$ cat config.mk
export PLATFORM = sky130hd
export DESIGN_NAME = kv_icache
export DESIGN_NICKNAME = d
export VERILOG_FILES = /design/src/rtl/kv_icache.sv
export SDC_FILE = /design/constraint.sdc
export NUM_CORES = 2
export LEC_CHECK = 0
export BUFFER_PORTS_ARGS = -buffer_cell sky130_fd_sc_hd__clkbuf_2
export CAP_MARGIN = 10
export CORE_AREA = 2 2 503 505
export DETAILED_ROUTE_END_ITERATION = 10
export DIE_AREA = 0 0 505 507
export PLACE_DENSITY = 0.61
export SLEW_MARGIN = 10
export SYNTH_ARGS = -nofsm -noshare
export SYNTH_HDL_FRONTEND = slang
export SYNTH_SLANG_ARGS = --single-unit
$ cat constraint.sdc
create_clock -name i_clk -period 12.79 [get_ports i_clk]
set_clock_uncertainty 0.05 [all_clocks]
set_input_delay 1.279 -clock i_clk [delete_from_list [all_inputs] [get_ports i_clk]]
set_output_delay 1.279 -clock i_clk [all_outputs]
set_load 0.05 [all_outputs]
$ cat src/rtl/kv_icache.sv
// kv_icache: direct-mapped read-only instruction cache.
// Hits come from registered tag/data arrays; a miss fetches one full line.
module kv_icache #(
  parameter int DATA_WIDTH = 32,
  parameter int ADDR_WIDTH = 32,
  parameter int LINE_SIZE  = 4,
  parameter int NUM_LINES  = 16
) (
  input  logic                                 i_clk,
  input  logic                                 i_rst,
  input  logic                                 i_flush,
  input  logic [ADDR_WIDTH-1:0]                i_cpu_addr,
  input  logic                                 i_cpu_valid,
  output logic                                 o_cpu_ready,
  output logic [DATA_WIDTH-1:0]                o_cpu_data,
  output logic                                 o_cpu_valid,
  input  logic                                 i_cpu_ready,
  output logic [ADDR_WIDTH-1:0]                o_mem_read_addr,
  output logic                                 o_mem_read_valid,
  input  logic                                 i_mem_read_ready,
  input  logic [LINE_SIZE-1:0][DATA_WIDTH-1:0] i_mem_read_data,
  input  logic                                 i_mem_read_valid,
  output logic                                 o_mem_read_ready
);

  localparam int OFF   = $clog2(LINE_SIZE);
  localparam int IDX   = $clog2(NUM_LINES);
  localparam int TAG_W = ADDR_WIDTH - OFF - IDX - 2;

  typedef logic [LINE_SIZE-1:0][DATA_WIDTH-1:0] line_t;

  typedef enum logic [2:0] {
    S_IDLE,
    S_LOOKUP,
    S_REQ,
    S_WAIT,
    S_RESP
  } state_t;

  state_t state;
  state_t state_nxt;

  logic [ADDR_WIDTH-3:0] req_addr;
  logic [TAG_W-1:0]      req_tag;
  logic [IDX-1:0]        req_idx;
  logic [OFF-1:0]        req_off;
  logic [IDX-1:0]        cpu_idx;

  logic [NUM_LINES-1:0]  valid;
  logic [TAG_W-1:0]      tag_mem [NUM_LINES];
  line_t                 data_mem [NUM_LINES];
  logic [TAG_W-1:0]      rd_tag;
  line_t                 rd_line;
  logic                  rd_valid;
  logic                  no_alloc;

  logic accept;
  logic fill;
  logic hit;
  logic unused_lsb;

  assign req_tag = req_addr[ADDR_WIDTH-3:OFF+IDX];
  assign req_idx = req_addr[OFF+IDX-1:OFF];
  assign req_off = req_addr[OFF-1:0];
  assign cpu_idx = i_cpu_addr[OFF+IDX+1:OFF+2];

  assign unused_lsb = ^i_cpu_addr[1:0];

  assign accept = (state == S_IDLE) && i_cpu_valid;
  assign fill   = (state == S_WAIT) && i_mem_read_valid;
  // A flush landing on the lookup cycle must not be answered as a hit
  assign hit    = rd_valid && (rd_tag == req_tag) && !i_flush;

  always_ff @(posedge i_clk) begin
    if (fill) begin
      tag_mem[req_idx]  <= req_tag;
      data_mem[req_idx] <= i_mem_read_data;
    end
    if (accept) begin
      rd_tag  <= tag_mem[cpu_idx];
      rd_line <= data_mem[cpu_idx];
    end
  end

  always_ff @(posedge i_clk) begin
    if (i_rst) begin
      state <= S_IDLE;
    end else begin
      state <= state_nxt;
    end
  end

  always_ff @(posedge i_clk) begin
    if (i_rst) begin
      valid           <= '0;
      rd_valid        <= 1'b0;
      no_alloc        <= 1'b0;
      req_addr        <= '0;
      o_cpu_data      <= '0;
      o_mem_read_addr <= '0;
    end else begin
      if (accept) begin
        req_addr <= i_cpu_addr[ADDR_WIDTH-1:2];
        rd_valid <= valid[cpu_idx] && !i_flush;
      end
      if (state == S_LOOKUP) begin
        no_alloc <= 1'b0;
        if (hit) begin
          o_cpu_data <= rd_line[req_off];
        end else begin
          o_mem_read_addr <= {req_tag, req_idx, {(OFF+2){1'b0}}};
        end
      end
      // A flush during the fill window keeps the arriving line unallocated
      if ((state == S_REQ || state == S_WAIT) && i_flush) begin
        no_alloc <= 1'b1;
      end
      if (fill) begin
        o_cpu_data <= i_mem_read_data[req_off];
      end
      if (i_flush) begin
        valid <= '0;
      end else if (fill && !no_alloc) begin
        valid[req_idx] <= 1'b1;
      end
    end
  end

  always_comb begin
    state_nxt        = state;
    o_cpu_ready      = 1'b0;
    o_mem_read_valid = 1'b0;
    o_mem_read_ready = 1'b0;
    o_cpu_valid      = 1'b0;
    unique case (state)
      S_IDLE: begin
        o_cpu_ready = 1'b1;
        if (i_cpu_valid) state_nxt = S_LOOKUP;
      end
      S_LOOKUP: begin
        state_nxt = hit ? S_RESP : S_REQ;
      end
      S_REQ: begin
        o_mem_read_valid = 1'b1;
        if (i_mem_read_ready) state_nxt = S_WAIT;
      end
      S_WAIT: begin
        o_mem_read_ready = 1'b1;
        if (i_mem_read_valid) state_nxt = S_RESP;
      end
      S_RESP: begin
        o_cpu_valid = 1'b1;
        if (i_cpu_ready) state_nxt = S_IDLE;
      end
      default: state_nxt = S_IDLE;
    endcase
  end

endmodule

== Word-level counts from Yosys, hierarchy flattened ==
Memory sizes are Yosys's and may differ from the RTL's. A register that Yosys moved wholly into a read port is not among the register bits.
Index checks and enable logic that the tools add are counted.

* Order comparisons: 4
* Equality and inequality tests: 9
* Multiplexer cells: 25
* Bitwise gates (word level): 2
* Reduce and logical (&&, ||, !) cells: 19

{| class="wikitable"
|+ Operator list
! operator !! count
|-
| $mux 32 || 5
|-
| $bmux 32 s2 || 2
|-
| $eq 24x24->1 || 1
|-
| $or 16x16->16 || 1
|-
| $mux 3 || 5
|-
| $pmux 3 s5 || 1
|-
| $lt 4x5->1 const B || 2
|-
| $mux 1 || 10
|-
| $logic_and 1x1->1 || 8
|-
| $ne 2x2->1 const B || 4
|-
| $eq 3x2->1 const B || 2
|-
| $reduce_bool 2->1 || 3
|-
| $bmux 1 s4 || 1
|-
| $demux 1 s4 || 1
|-
| $ge 4x1->1 const B || 1
|-
| $reduce_and 2->1 || 2
|-
| $reduce_and 4->1 || 1
|-
| $eq 3x1->1 const B || 1
|-
| $eq 3x3->1 const B || 1
|-
| $logic_not 3->1 || 1
|-
| $lt 2x3->1 const B || 1
|-
| $logic_not 1->1 || 2
|-
| $reduce_or 2->1 || 1
|-
| $logic_or 1x1->1 || 1
|-
| $not 1->1 || 1
|}

* Register bits after elaboration: 111
* Memory bits (writable): 2,432
* Input bits: 167
* Output and inout bits: 68
* Logic and storage cells: 68
* Memories: 2

{| class="wikitable"
|+ Memories
! name !! words !! width !! rd ports !! clocked after Yosys merged registers in !! write ports !! line !! source
|-
| data_mem || 16 || 128 || 1 || 1 || 1 || 51 || <nowiki>line_t data_mem [NUM_LINES];</nowiki>
|-
| tag_mem || 16 || 24 || 1 || 1 || 1 || 50 || <nowiki>logic [TAG_W-1:0] tag_mem [NUM_LINES];</nowiki>
|}

== Longest topological paths before layout ==
* Depth in word-level cells: 6
* Mapped depth: 8
* Mapped depth without buffers: 5

== Least setup slack after synthesis ==
No wires, ideal clock.

* Path kind: input-to-reg
* From: input port i_mem_read_valid
* To: memory data_mem[12][0] in the netlist's numbering, enable pin
* Library setup time: 0.849 ns
* Arrival: 12.342 ns
* Required time: 11.891 ns
* Setup slack: -0.451 ns
* Stages on the path: 5
* Buffers on the path: 2
* Path through: and3_1 > clkbuf_1 > clkbuf_1 > nand3_1 > nor3_1

* Longest elaborated chain between the ends: 3

{| class="wikitable"
|+ Ends and longest elaborated chain
! what !! line !! source
|-
| start: declaration || 22 || <nowiki>input logic i_mem_read_valid,</nowiki>
|-
| $logic_and 1x1->1 || 70 || <nowiki>assign fill = (state == S_WAIT) && i_mem_read_valid;</nowiki>
|-
| $mux 1 || 75 || <nowiki>if (fill) begin</nowiki>
|-
| $mux 1 (not written as such) || 77 || <nowiki>data_mem[req_idx] <= i_mem_read_data;</nowiki>
|-
| end: declaration || 51 ||
|}

Every way passes these cells.

== Worst setup path in the final report ==
* From: register state[2]
* To: memory data_mem[12][15] in the netlist's numbering, enable pin

* Longest elaborated chain between the ends: 4

{| class="wikitable"
|+ Ends and longest elaborated chain
! what !! line !! source
|-
| start: declaration || 40 || <nowiki>state_t state;</nowiki>
|-
| start signal: assignment || 89 || <nowiki>state <= state_nxt;</nowiki>
|-
| $eq 3x2->1 || 70 ||
|-
| $logic_and 1x1->1 || 70 ||
|-
| $mux 1 || 75 ||
|-
| $mux 1 (not written as such) || 77 ||
|}

Every way passes these cells.

==> summary.log <==
qor: status.run_status completed
qor: synth.post_synth_mux_area_share 0.183
qor: setup_path.reg2reg_to data_mem[12][15]$_DFFE_PP_
qor: setup_path.path_buf_inv 3
qor: layout.multi_input_area 21600 um^2
qor: power_and_ir_drop.power_report.internal_total 14.6 mW
qor: layout.layout.area.seq 79800 um^2
qor: synth.synth.avg_cell_area 24.0 um^2
qor: power_and_ir_drop.p_clk_frac 0.420
qor: die.die_y 507 um
qor: detailed_routing.via_count 47387
qor: setup_path.crit_fanout 49
qor: synth.asyncSetResetFlopFracSynth 0
qor: setup_path.critPathLaunch state[2]$_SDFFE_PP0P_
qor: power_and_ir_drop.ir_worst_vdd 0.148 mV
qor: setup_path.number_of_cells_on_the_critical_path 7
qor: layout.area_growth_syn_to_layout 13.8%
qor: timing.post-route-period-util 0.392
qor: detailed_routing.initialDrtViolationCount 5281
qor: global_route.groute.usage.overall 0.200
qor: timing.unrepaired_setup_endpoints_after_global_routing no
qor: power_and_ir_drop.p_seq_frac 0.536
qor: clock_tree.cts_tree yes
qor: timing.worst_pin_slew 1.19 ns
qor: timing.layout_setup_ws 7.78 ns
qor: power_and_ir_drop.total_leakage_power 35.7 nW
qor: setup_path.worstReg2RegStart state[2]$_SDFFE_PP0P_
qor: global_route.grt_max_degree 143
qor: clock_tree.ctsHoldBuffers 0
qor: timing.relSlewSlack 0.208
qor: clock_tree.path_clk_slew 0.06 ns
qor: setup_path.worst-r2r-setup-slack 7.78 ns
qor: timing.max_clock_freq 200 MHz
qor: clock_tree.cts.root.buffer_cell clkbuf_16
qor: synth.yosysWarnings 0
qor: timing.timing.final.crit_period 5.01 ns
qor: global_route.overflow 0
qor: place.io_buffer_count 228
qor: global_route.number_of_antenna_violations_at_the_first_check_in_global_routing 73
qor: clock_tree.post-cts-setup-buffer-count 0
qor: setup_path.worstSetupPathType flop to flop
qor: detailed_routing.dr_vias_cell 5.79
qor: layout.final_layout_size_suffix_gt1_frac 0.322
qor: die.design.die.area 256000 um^2
qor: setup_path.crit_end data_mem[12][15]$_DFFE_PP_
qor: min_path.min-delay-path-class flop to flop
qor: clock_tree.tritoncts_num_sinks 2695
qor: die.floorplan_core_area 250000 um^2
qor: setup_path.slowest_library_cell_on_the_worst_path buf_4
qor: setup_path.reg2reg_depth 7
qor: clock_tree.clock_tree.buffer_depth 4
qor: run.max_cap_violations 0
qor: setup_path.crit_arrival 5.45 ns
qor: detailed_routing.routed_len_inst 31.4 um
qor: setup_path.cp_top_family buffers and inverters
qor: power_and_ir_drop.comb_power_share 0.044
qor: setup_path.endpoint_class_of_the_critical_path flop
qor: detailed_routing.route.detailed.drc 0
qor: clock_tree.htreeDepth 5
qor: die.ios 235
qor: die.rows 184
qor: clock_tree.number_of_cts_inserted_buffers 287
qor: setup_path.critical-path-top-cell-by-count buf_4
qor: synth.synth_flop_cell edfxtp_1
qor: detailed_routing.ant_nets 0
qor: timing.slew_viol_final 0
qor: timing.final_hold_viol_count 0
qor: global_route.grt_pass1_vias 48248
qor: power_and_ir_drop.power_switching 3.78 mW
qor: synth.ys_seq_elements 2695
qor: layout.fin_nets 4790
qor: synth.synth-compound-area-share 0.00991
qor: synth.adder_and_majority_gate_portion_of_the_synthesized_area 0
qor: timing.tns 0 ns
qor: setup_path.setup.worst_path.start_class flop
qor: synth.yosys-top-cells-area edfxtp_1 76%, mux4_2 18%, dfxtp_1 2.2%
qor: synth.post_synthesis_share_of_cell_area_spent_on_and_or_nand_and_nor_gates 0.0143
qor: setup_path.cp_cell_sequence and2b_1, and3_4, nand3_1, nor3_4, buf_4, buf_4, buf_4
qor: synth.synth-edff-count 2584
qor: die.die_w 505 um
qor: power_and_ir_drop.power_density 158 nW/um^2
qor: layout.layout_common_cells 2584 x edfxtp_1, 811 x mux4_2, 294 x clkbuf_16
qor: clock_tree.worst_skew_pair.late_latency 0.91 ns
qor: global_route.grt_first_pass_wirelength 364 mm
qor: synth.largest_family_of_logic_cells_by_synthesized_area multiplexers
qor: detailed_routing.dr.pass1.iters 5
qor: layout.layout.cells.most_common edfxtp_1
qor: setup_path.critical_path.max_stage_delay 0.91 ns
qor: synth.synthXorXnorAreaFrac 0.00206
qor: synth.syn-instance-count 4257
qor: synth.post-synth-top-area-fraction 0.759
qor: synth.netlist-cell-type-count 40
qor: clock_tree.postCtsResizedCells 0
qor: synth.synth_top_cell_by_area edfxtp_1
qor: setup_path.worst-endpoint-required 13.23 ns
qor: place.dp_worst_setup_slack 7.08 ns
qor: synth.seq_area_frac_synth 0.781
qor: layout.layout.filler_cells 20494
qor: place.place_hpwl 129 mm
qor: synth.syn_area 102000 um^2
qor: die.initial_core_util 0.408
qor: detailed_routing.route.final.wire_length 257 mm
qor: place.gpl.final_weighted_congestion 0.726
qor: power_and_ir_drop.switching_share 0.206
qor: timing.setup_viol 0
-- sequential cells by signal, summed over array words and instances (netlist names) --
register / flops
state: 3
tag_mem: 384
no_alloc: 1
o_mem_read_addr: 28
data_mem: 2048
valid: 16
o_cpu_data: 32
rd_valid: 1
req_addr: 30
rd_tag: 24
rd_line: 128
-- how the worst min path moves through the flow --
stage                                    startpoint                         to  depth (start not counted)
after floorplan              valid[10]$_SDFFE_PP0P_     valid[10]$_SDFFE_PP0P_                          2
after global placement        valid[7]$_SDFFE_PP0P_      valid[7]$_SDFFE_PP0P_                          2
after detailed placement     valid[12]$_SDFFE_PP0P_     valid[12]$_SDFFE_PP0P_                          2
after CTS                 req_addr[20]$_SDFFE_PP0P_  req_addr[20]$_SDFFE_PP0P_                          2
after global routing         valid[12]$_SDFFE_PP0P_     valid[12]$_SDFFE_PP0P_                          2
final                     req_addr[20]$_SDFFE_PP0P_  req_addr[20]$_SDFFE_PP0P_                          2
-- synth_stat cells, types with 4 or more instances --
| cell type | n |
|---|---|
| nor3_1 | 25 |
| a2111oi_2 | 29 |
| buf_4 | 4 |
| dfxtp_1 | 111 |
| buf_2 | 20 |
| edfxtp_1 | 2584 |
| nand2b_1 | 60 |
| nor4_1 | 20 |
| nor2b_1 | 21 |
| a31oi_1 | 4 |
| xor2_1 | 13 |
| xnor2_1 | 11 |
| a21oi_1 | 63 |
| a211oi_1 | 18 |
| nor2_1 | 97 |
| mux2i_1 | 47 |
| clkbuf_1 | 162 |
| nand2_1 | 69 |
| buf_1 | 54 |
| inv_1 | 5 |
| mux4_2 | 811 |
-- power groups by stage --
stage | registers, mW | clock network, mW | logic [mW]
after global placement | 10.0 | 0 | 0.804
after global routing | 9.83 | 8.21 | 0.862
after detailed placement | 10.0 | 0 | 0.819
final | 9.83 | 7.71 | 0.804
after floorplan | 10.0 | 0 | 0.511
after CTS | 9.83 | 7.86 | 0.819
-- kinds of logic (layout without fill, tap and decap cells) --
logic type	after synthesis	count (layout)
flip-flops	2695	2695
multiplexers	858	858
other	1	20
AND/OR/NAND/NOR	305	305
buffers and inverters	248	812
XOR/XNOR	24	24
AO/OA/AOI/OAI	126	126
-- metrics by stage --
stage	utilization	std cells	power [mW]	hold WS, ns	cell area, um^2
after detailed placement	0.430	7682	10.8	0.408	108000
after floorplan	-	4260	10.5	0.381	102000
after global placement	0.430	7682	10.8	0.399	108000
after CTS	0.464	8172	18.5	0.418	116000
final	0.464	8188	18.3	0.413	116000
after global routing	0.464	8182	18.9	0.436	116000
-- worst reg2reg max path: stages, from the launching register on --
cell and delay (ns):
dfxtp_1 0.37, and2b_1 0.35, and3_4 0.50, nand3_1 0.44, nor3_4 0.23, buf_4 0.91, buf_4 0.85, buf_4 0.84
-- cell type report --
| type | count | area share |
|---|---|---|
| antenna | 16 | 0.000344 |
| clock buffer | 398 | 0.0678 |
| clock inverter | 92 | 0.00589 |
| inverter | 5 | 0.000226 |
| multi-input combinational | 1317 | 0.186 |
| sequential | 2695 | 0.686 |
| tap | 3348 | 0.0360 |
| timing repair buffer | 317 | 0.0180 |
-- metal layers --
layer	global-route usage	wire, um	share of wire	vias up
met5	0	310	0.0012	-
met4	0.0571	6050	0.024	48
met3	0.0448	20400	0.080	486
met2	0.317	125000	0.49	1871
met1	0.278	105000	0.41	25974
li1	-	-	-	19008
Power figures use the tool's default switching activity.
